===== src/rtl/pc_fetch_pkg.sv =====
// Shared definitions for the program-counter / fetch front end.
// Latency: n/a (types, constants and a helper function only).
// Backpressure: n/a.
// Contents: default widths and reset PC, instruction byte step helper,
//           default-width buffer entry record {pc, data, filled}.
package pc_fetch_pkg;

  localparam int unsigned XLEN_DEF     = 32;
  localparam int unsigned ILEN_DEF     = 32;
  localparam logic [31:0] RESET_PC_DEF = 32'h0000_0000;

  // One buffered fetch: where it came from, what came back, and whether
  // the memory has answered yet.
  typedef struct packed {
    logic [XLEN_DEF-1:0] pc;
    logic [ILEN_DEF-1:0] data;
    logic                filled;
  } fetch_entry_t;

  // Bytes the PC advances per sequential fetch.
  function automatic int unsigned inst_step(input int unsigned ilen);
    return ilen / 8;
  endfunction

endpackage


===== src/rtl/pc_fetch_buf.sv =====
// In-order fetch buffer: entries are allocated at request time and filled
// when the matching response returns, so decode sees program order.
// Latency: a fill is visible at the head the cycle after it is written.
// Backpressure: none internally; the caller must not allocate when full.
// Ports: clk/rst; flush frees every entry; alloc/alloc_pc reserve the next
//        slot; fill/fill_data complete the oldest unfilled slot; pop retires
//        the head; head_* describe the head; occupied/unfilled are counts.
module pc_fetch_buf
  import pc_fetch_pkg::*;
#(
  parameter int unsigned XLEN  = XLEN_DEF,
  parameter int unsigned ILEN  = ILEN_DEF,
  parameter int unsigned DEPTH = 4,
  localparam int unsigned CW   = $clog2(DEPTH + 1)
) (
  input  logic            clk,
  input  logic            rst,
  input  logic            flush,
  input  logic            alloc,
  input  logic [XLEN-1:0] alloc_pc,
  input  logic            fill,
  input  logic [ILEN-1:0] fill_data,
  input  logic            pop,
  output logic            head_filled,
  output logic [XLEN-1:0] head_pc,
  output logic [ILEN-1:0] head_data,
  output logic [CW-1:0]   occupied,
  output logic [CW-1:0]   unfilled
);

  localparam int unsigned PW   = $clog2(DEPTH);
  localparam logic [CW-1:0] FULL = CW'(DEPTH);

  typedef struct packed {
    logic [XLEN-1:0] pc;
    logic [ILEN-1:0] data;
    logic            filled;
  } entry_t;

  entry_t        ents [DEPTH];

  // Pointers carry one extra wrap bit (DEPTH is a power of two), so plain
  // subtraction yields the allocated and outstanding counts.
  logic [CW-1:0] alloc_ptr;
  logic [CW-1:0] fill_ptr;
  logic [CW-1:0] rd_ptr;

  logic          alloc_ok;
  logic          fill_ok;
  logic          pop_ok;
  entry_t        head;

  assign occupied    = alloc_ptr - rd_ptr;
  assign unfilled    = alloc_ptr - fill_ptr;
  assign head        = ents[rd_ptr[PW-1:0]];
  assign head_filled = head.filled;
  assign head_pc     = head.pc;
  assign head_data   = head.data;

  // Guards keep the pointers consistent even if a caller misbehaves
  // (allocate when full, response with nothing outstanding).
  assign alloc_ok = alloc && (occupied != FULL);
  assign fill_ok  = fill && (unfilled != '0);
  assign pop_ok   = pop && head.filled;

  always_ff @(posedge clk) begin
    if (rst) begin
      alloc_ptr <= '0;
      fill_ptr  <= '0;
      rd_ptr    <= '0;
      for (int i = 0; i < DEPTH; i++) begin
        ents[i] <= '0;
      end
    end else if (flush) begin
      alloc_ptr <= '0;
      fill_ptr  <= '0;
      rd_ptr    <= '0;
      for (int i = 0; i < DEPTH; i++) begin
        ents[i].filled <= 1'b0;
      end
    end else begin
      // Alloc, fill and pop always target distinct slots: a free slot,
      // the oldest allocated-but-empty slot, and the filled head.
      if (alloc_ok) begin
        ents[alloc_ptr[PW-1:0]].pc     <= alloc_pc;
        ents[alloc_ptr[PW-1:0]].filled <= 1'b0;
        alloc_ptr                      <= alloc_ptr + 1'b1;
      end
      if (fill_ok) begin
        ents[fill_ptr[PW-1:0]].data   <= fill_data;
        ents[fill_ptr[PW-1:0]].filled <= 1'b1;
        fill_ptr                      <= fill_ptr + 1'b1;
      end
      if (pop_ok) begin
        ents[rd_ptr[PW-1:0]].filled <= 1'b0;
        rd_ptr                      <= rd_ptr + 1'b1;
      end
    end
  end

endmodule


===== src/rtl/pc_fetch_unit.sv =====
// PC owner and fetch front end: issues in-order fetches, buffers returned
// instructions with their PCs, and discards wrong-path responses after a flush.
// Latency: request-to-decode 2 cycles minimum (memory 1 cycle + registered fill).
// Backpressure: issue stops when buffered + in-flight + to-be-dropped reaches
//               DEPTH; decode stalls via inst_ready_i; responses never stall.
// Ports: clk/rst; jump_flag_i/jump_addr_i redirect; hold_flag_i stalls issue;
//        jtag_reset_flag_i redirects to RESET_PC; req_* fetch request;
//        rsp_* fetch response; inst_* head instruction towards decode.
module pc_fetch_unit
  import pc_fetch_pkg::*;
#(
  parameter int unsigned     XLEN     = XLEN_DEF,
  parameter int unsigned     ILEN     = ILEN_DEF,
  parameter logic [XLEN-1:0] RESET_PC = XLEN'(RESET_PC_DEF),
  parameter int unsigned     DEPTH    = 4
) (
  input  logic            clk,
  input  logic            rst,
  input  logic            jump_flag_i,
  input  logic [XLEN-1:0] jump_addr_i,
  input  logic            hold_flag_i,
  input  logic            jtag_reset_flag_i,
  output logic            req_valid_o,
  output logic [XLEN-1:0] req_addr_o,
  input  logic            req_ready_i,
  input  logic            rsp_valid_i,
  input  logic [ILEN-1:0] rsp_data_i,
  output logic            inst_valid_o,
  output logic [ILEN-1:0] inst_o,
  output logic [XLEN-1:0] inst_pc_o,
  input  logic            inst_ready_i
);

  localparam int unsigned     CW   = $clog2(DEPTH + 1);
  localparam logic [CW-1:0]   FULL = CW'(DEPTH);
  localparam logic [XLEN-1:0] STEP = XLEN'(inst_step(ILEN));

  logic [XLEN-1:0] pc_q;
  logic [CW-1:0]   drop_q;
  logic [CW-1:0]   drop_flush;
  logic [CW-1:0]   occupied;
  logic [CW-1:0]   unfilled;
  logic [CW-1:0]   used;

  logic            flush;
  logic            has_credit;
  logic            accept;
  logic            fill;
  logic            pop;

  assign flush = jtag_reset_flag_i || jump_flag_i;

  // occupied + drop_q never exceeds DEPTH, so the sum fits in CW bits.
  assign used       = occupied + drop_q;
  assign has_credit = (used < FULL);

  assign req_valid_o = !hold_flag_i && !flush && has_credit;
  assign req_addr_o  = pc_q;
  assign accept      = req_valid_o && req_ready_i;

  // Responses owed to a flushed path are swallowed before any reach the
  // buffer; during a flush nothing new enters or leaves.
  assign fill = rsp_valid_i && (drop_q == '0) && !flush;
  assign pop  = inst_valid_o && inst_ready_i && !flush;

  // Every fetch still unanswered at a flush becomes a response to drop,
  // less the one arriving this very cycle (it is consumed here either
  // as a drop or as a fill of a freed entry).
  always_comb begin
    drop_flush = drop_q + unfilled;
    if (rsp_valid_i && (drop_flush != '0)) begin
      drop_flush = drop_flush - 1'b1;
    end
  end

  always_ff @(posedge clk) begin
    if (rst) begin
      pc_q   <= RESET_PC;
      drop_q <= '0;
    end else begin
      if (jtag_reset_flag_i) begin
        pc_q <= RESET_PC;
      end else if (jump_flag_i) begin
        pc_q <= jump_addr_i;
      end else if (accept) begin
        pc_q <= pc_q + STEP;
      end

      if (flush) begin
        drop_q <= drop_flush;
      end else if (rsp_valid_i && (drop_q != '0)) begin
        drop_q <= drop_q - 1'b1;
      end
    end
  end

  pc_fetch_buf #(
    .XLEN  (XLEN),
    .ILEN  (ILEN),
    .DEPTH (DEPTH)
  ) u_buf (
    .clk         (clk),
    .rst         (rst),
    .flush       (flush),
    .alloc       (accept),
    .alloc_pc    (pc_q),
    .fill        (fill),
    .fill_data   (rsp_data_i),
    .pop         (pop),
    .head_filled (inst_valid_o),
    .head_pc     (inst_pc_o),
    .head_data   (inst_o),
    .occupied    (occupied),
    .unfilled    (unfilled)
  );

endmodule

===== config.mk =====
export PLATFORM = sky130hd
export DESIGN_NAME = pc_fetch_unit
export DESIGN_NICKNAME = d
export VERILOG_FILES = /design/src/rtl/pc_fetch_pkg.sv /design/src/rtl/pc_fetch_buf.sv /design/src/rtl/pc_fetch_unit.sv
export SDC_FILE = /design/constraint.sdc
export NUM_CORES = 1
export LEC_CHECK = 0
export BUFFER_PORTS_ARGS = -buffer_cell sky130_fd_sc_hd__buf_2
export CAP_MARGIN = 0
export CORE_ASPECT_RATIO = 0.7
export CORE_UTILIZATION = 35
export DETAILED_ROUTE_END_ITERATION = 10
export MAX_ROUTING_LAYER = met4
export SETUP_SLACK_MARGIN = 0.05
export SYNTH_ARGS = -nofsm -noshare
export SYNTH_HDL_FRONTEND = slang
export SYNTH_HIERARCHICAL = 1
export SYNTH_SLANG_ARGS = --single-unit

===== constraint.sdc =====
create_clock -name clk -period 10 [get_ports clk]
set_input_delay 0.5 -clock clk [delete_from_list [all_inputs] [get_ports clk]]
set_output_delay 0.5 -clock clk [all_outputs]
set_load 0.005 [all_outputs]

==> run metrics <==
initial antenna violation count=2; Post-CTS Setup Bufs=0; Horiz. Die Dim=244.0 µm; largest net degree at the start of global routing=66; crit-path max FO=33; asr flop ratio synth=0; distinct cell type count after synthesis=63; Mapped Area=0.01435 mm²; Total Die Area=0.04183 mm²; Via-to-Cell Ratio=5.064; power share of the sequential group=0.502; Hold WS=225.2 ps; CP dominant cell by count=inv_1; number of synthesized flops with an enable pin=256; fin. max-slew vios=0; Vias=8841; share of layout cells above drive strength 1=0.2705; Synth top area share=0.5357; total CTS buffers=34; status=finished, final reports clean; Hold-fix buffers, CTS=0; GRT Overall Usage=0.1783; fmax=199.3 MHz; Rows=61; fillers=3703; fin nets=1280; Comb pwr share=0.051; Crit Path Class=reg -> reg; sequential cell area fraction in the yosys report=0.6055; NetSw=0.6271 mW; Internal=2.248 mW; DRT antenna net count=0; Worst Setup SP=u_buf/alloc_ptr[0]; vias in the first global route=8700; count leader, synth=and2_1; initial core utilization=0.3581; crit path DAT=5150 ps; Post-Route Setup TNS=0 ps; Worst VDD drop=89.28 µV; Final HPWL DP=22890 µm; Final Cycle Share=0.5016; sw frac=0.2181; startpoint types=register; relative slew slack=0.2834; post-synthesis cell count=1024; clk slew on worst S/H paths=70 ps; Mean Syn Cell Area=14.01 µm²; worst-path cell chain=inv_1, ha_1, fa_1, inv_1, ha_1, a31oi_1, xnor2_1, buf_4, nand2_1, inv_1, a21boi_4, and3_4, or2_2; Power Density=171.3 mW/mm²; worst hold path class=in -> reg; area grow syn2layout=17.00%; 1st-iter DRT viols=635; Least-Margin Pin Slew=1075 ps; Post-synth top cells=and2_1, edfxtp_1, mux4_2; Final Critical Period=5016 ps; post-CTS resize count=0; H-tree levels=2; Worst EP required=10130 ps; Synth Net Count=1120; DRC=0; die height=171.4 µm; clock sinks=306; Clock Path Buffers=3; drt wl/cell=20.71 µm; grt total ovfl=0; GP Congestion=0.8538; reg-to-reg endpoint=u_buf/ents[3][56]; WL final=36150 µm; RSZ-0062 raised after global routing=no; DR pass1 iterations=5; TritonCTS clock tree=built; max-cap violation count=0; P_leak=6.237 nW; Clock Skews=19.91 ps; Yosys top cell by area=edfxtp_1; final setup vio count=0; Skew-Pair Late Insertion Delay=520 ps; top_reg_cell synth=edfxtp_1; Synth area leaders=edfxtp_1, and2_1, mux4_2, dfxtp_1, ha_1; count of final hold-check violations=0; number of port buffers=169; Crit-path slowest cell=or2_2; Synth Warn #=6; Clock power frac=0.447; Critical Path End Type=register; CP endpoint=u_buf/ents[3][56]; I/O pin total=170; clock root cell=clkbuf_16; R2R depth=13; Slowest Stage Delay on Critical Path=800 ps; core area=0.04007 mm²; FF+latch count, synth=306; worst r2r src=u_buf/alloc_ptr[0]; r2r setup slk=4980 ps; global-route wire length before repair=54630 µm
[through the flow]
| stage | power (mW) | instance area (µm²) | instances | setup WS (ps) | util |
|---|---|---|---|---|---|
| 2_1_floorplan | 1.542 | 14350 | 1024 | 6154 | - |
| 3_3_place_gp | 1.617 | 15650 | 1683 | 5088 | 0.3906 |
| 3_5_place_dp | 1.620 | 15650 | 1683 | 5028 | 0.3906 |
| 4_1_cts | 2.910 | 16780 | 1744 | 5000 | 0.4189 |
| 5_1_grt | 2.979 | 16790 | 1745 | 4730 | 0.4190 |
| 6_report | 2.875 | 16790 | 1746 | 4984 | 0.4190 |
[power groups by stage]
stage	combinational, mW	sequential [mW]	clock [mW]
floorplan	0.0831	1.46	0
CTS	0.148	1.44	1.32
finish	0.147	1.44	1.28
global placement	0.146	1.47	0
detailed placement	0.148	1.47	0
global route	0.162	1.45	1.37
[logic make-up after synthesis]
| family | Yosys count | synth area share |
|---|---|---|
| and+or+nand+nor | 423 | 0.1741 |
| AOI/OAI and AO/OA | 95 | 0.04639 |
| DFF | 306 | 0.6055 |
| buffers and inverters | 87 | 0.03191 |
| adders and majority gates | 24 | 0.02250 |
| muxes | 74 | 0.1084 |
| xor gates and xnor gates | 15 | 0.01125 |
[sequential cells by signal, summed over array words and instances (netlist names), named ones only]
signal and count:
u_buf/rd_ptr 3, u_buf/alloc_ptr 3, req_addr_o 32, u_buf/fill_ptr 3
u_buf/ents 260, drop_q 3
[layout by cell type (no fill, tap or decap), drive strengths merged, types with 8 or more instances in the layout]
cell,n
and2,258
edfxtp,256
buf,182
mux4,65
dfxtp,50
nand2,42
clkbuf,39
inv,31
nor2,22
a21oi,22
ha,21
nor3,19
a31oi,16
clkinv,15
o21ai,14
nand3,14
or2,11
or3,11
nor4,10
and3,10
xnor2,9
mux2i,8
nand4,8
[worst min path at each step]
stage / from / to / slack, ps / depth (start not counted)
3_5_place_dp: u_buf/fill_ptr[2] / u_buf/fill_ptr[2] / 480 / 2
6_report: jump_addr_i[24] / req_addr_o[24] / 230 / 3
3_3_place_gp: u_buf/fill_ptr[2] / u_buf/fill_ptr[2] / 480 / 2
4_1_cts: jump_addr_i[24] / req_addr_o[24] / 200 / 3
2_1_floorplan: u_buf/fill_ptr[2] / u_buf/fill_ptr[2] / 450 / 2
5_1_grt: jump_addr_i[11] / req_addr_o[11] / 240 / 3
[layer usage]
metal | part of all wire | wire, µm | vias to the layer above | GRT usage
met4 | 0.013 | 469 | 0 | 0.03397
met1 | 0.50 | 17900 | 4422 | 0.2672
met5 | 0 | 0 | - | -
li1 | - | - | 4119 | -
met2 | 0.44 | 15760 | 261 | 0.2540
met3 | 0.056 | 2017 | 39 | 0.02918
[final cells by class]
cell class	instances	area [µm²]	area share
inverters	29	108.9	0.006483
repair buffers	182	943.4	0.05619
clock buffers	39	890.9	0.05306
flip-flops and latches	306	8696	0.5179
well taps	535	669.4	0.03987
multi-input cells	631	5235	0.3118
clock inverters	22	241.5	0.01438
diodes	2	5.005	0.0002981
[critical path, delay by kind of cell, from the launching register on]
family	cells	cell delay (ps)
simple gates	3	1510
fa+ha+maj	3	1000
buf+inv	4	870
compound gates	2	630
flops	1	400
xor+xnor	1	190
(Power assumes the default switching activity.)
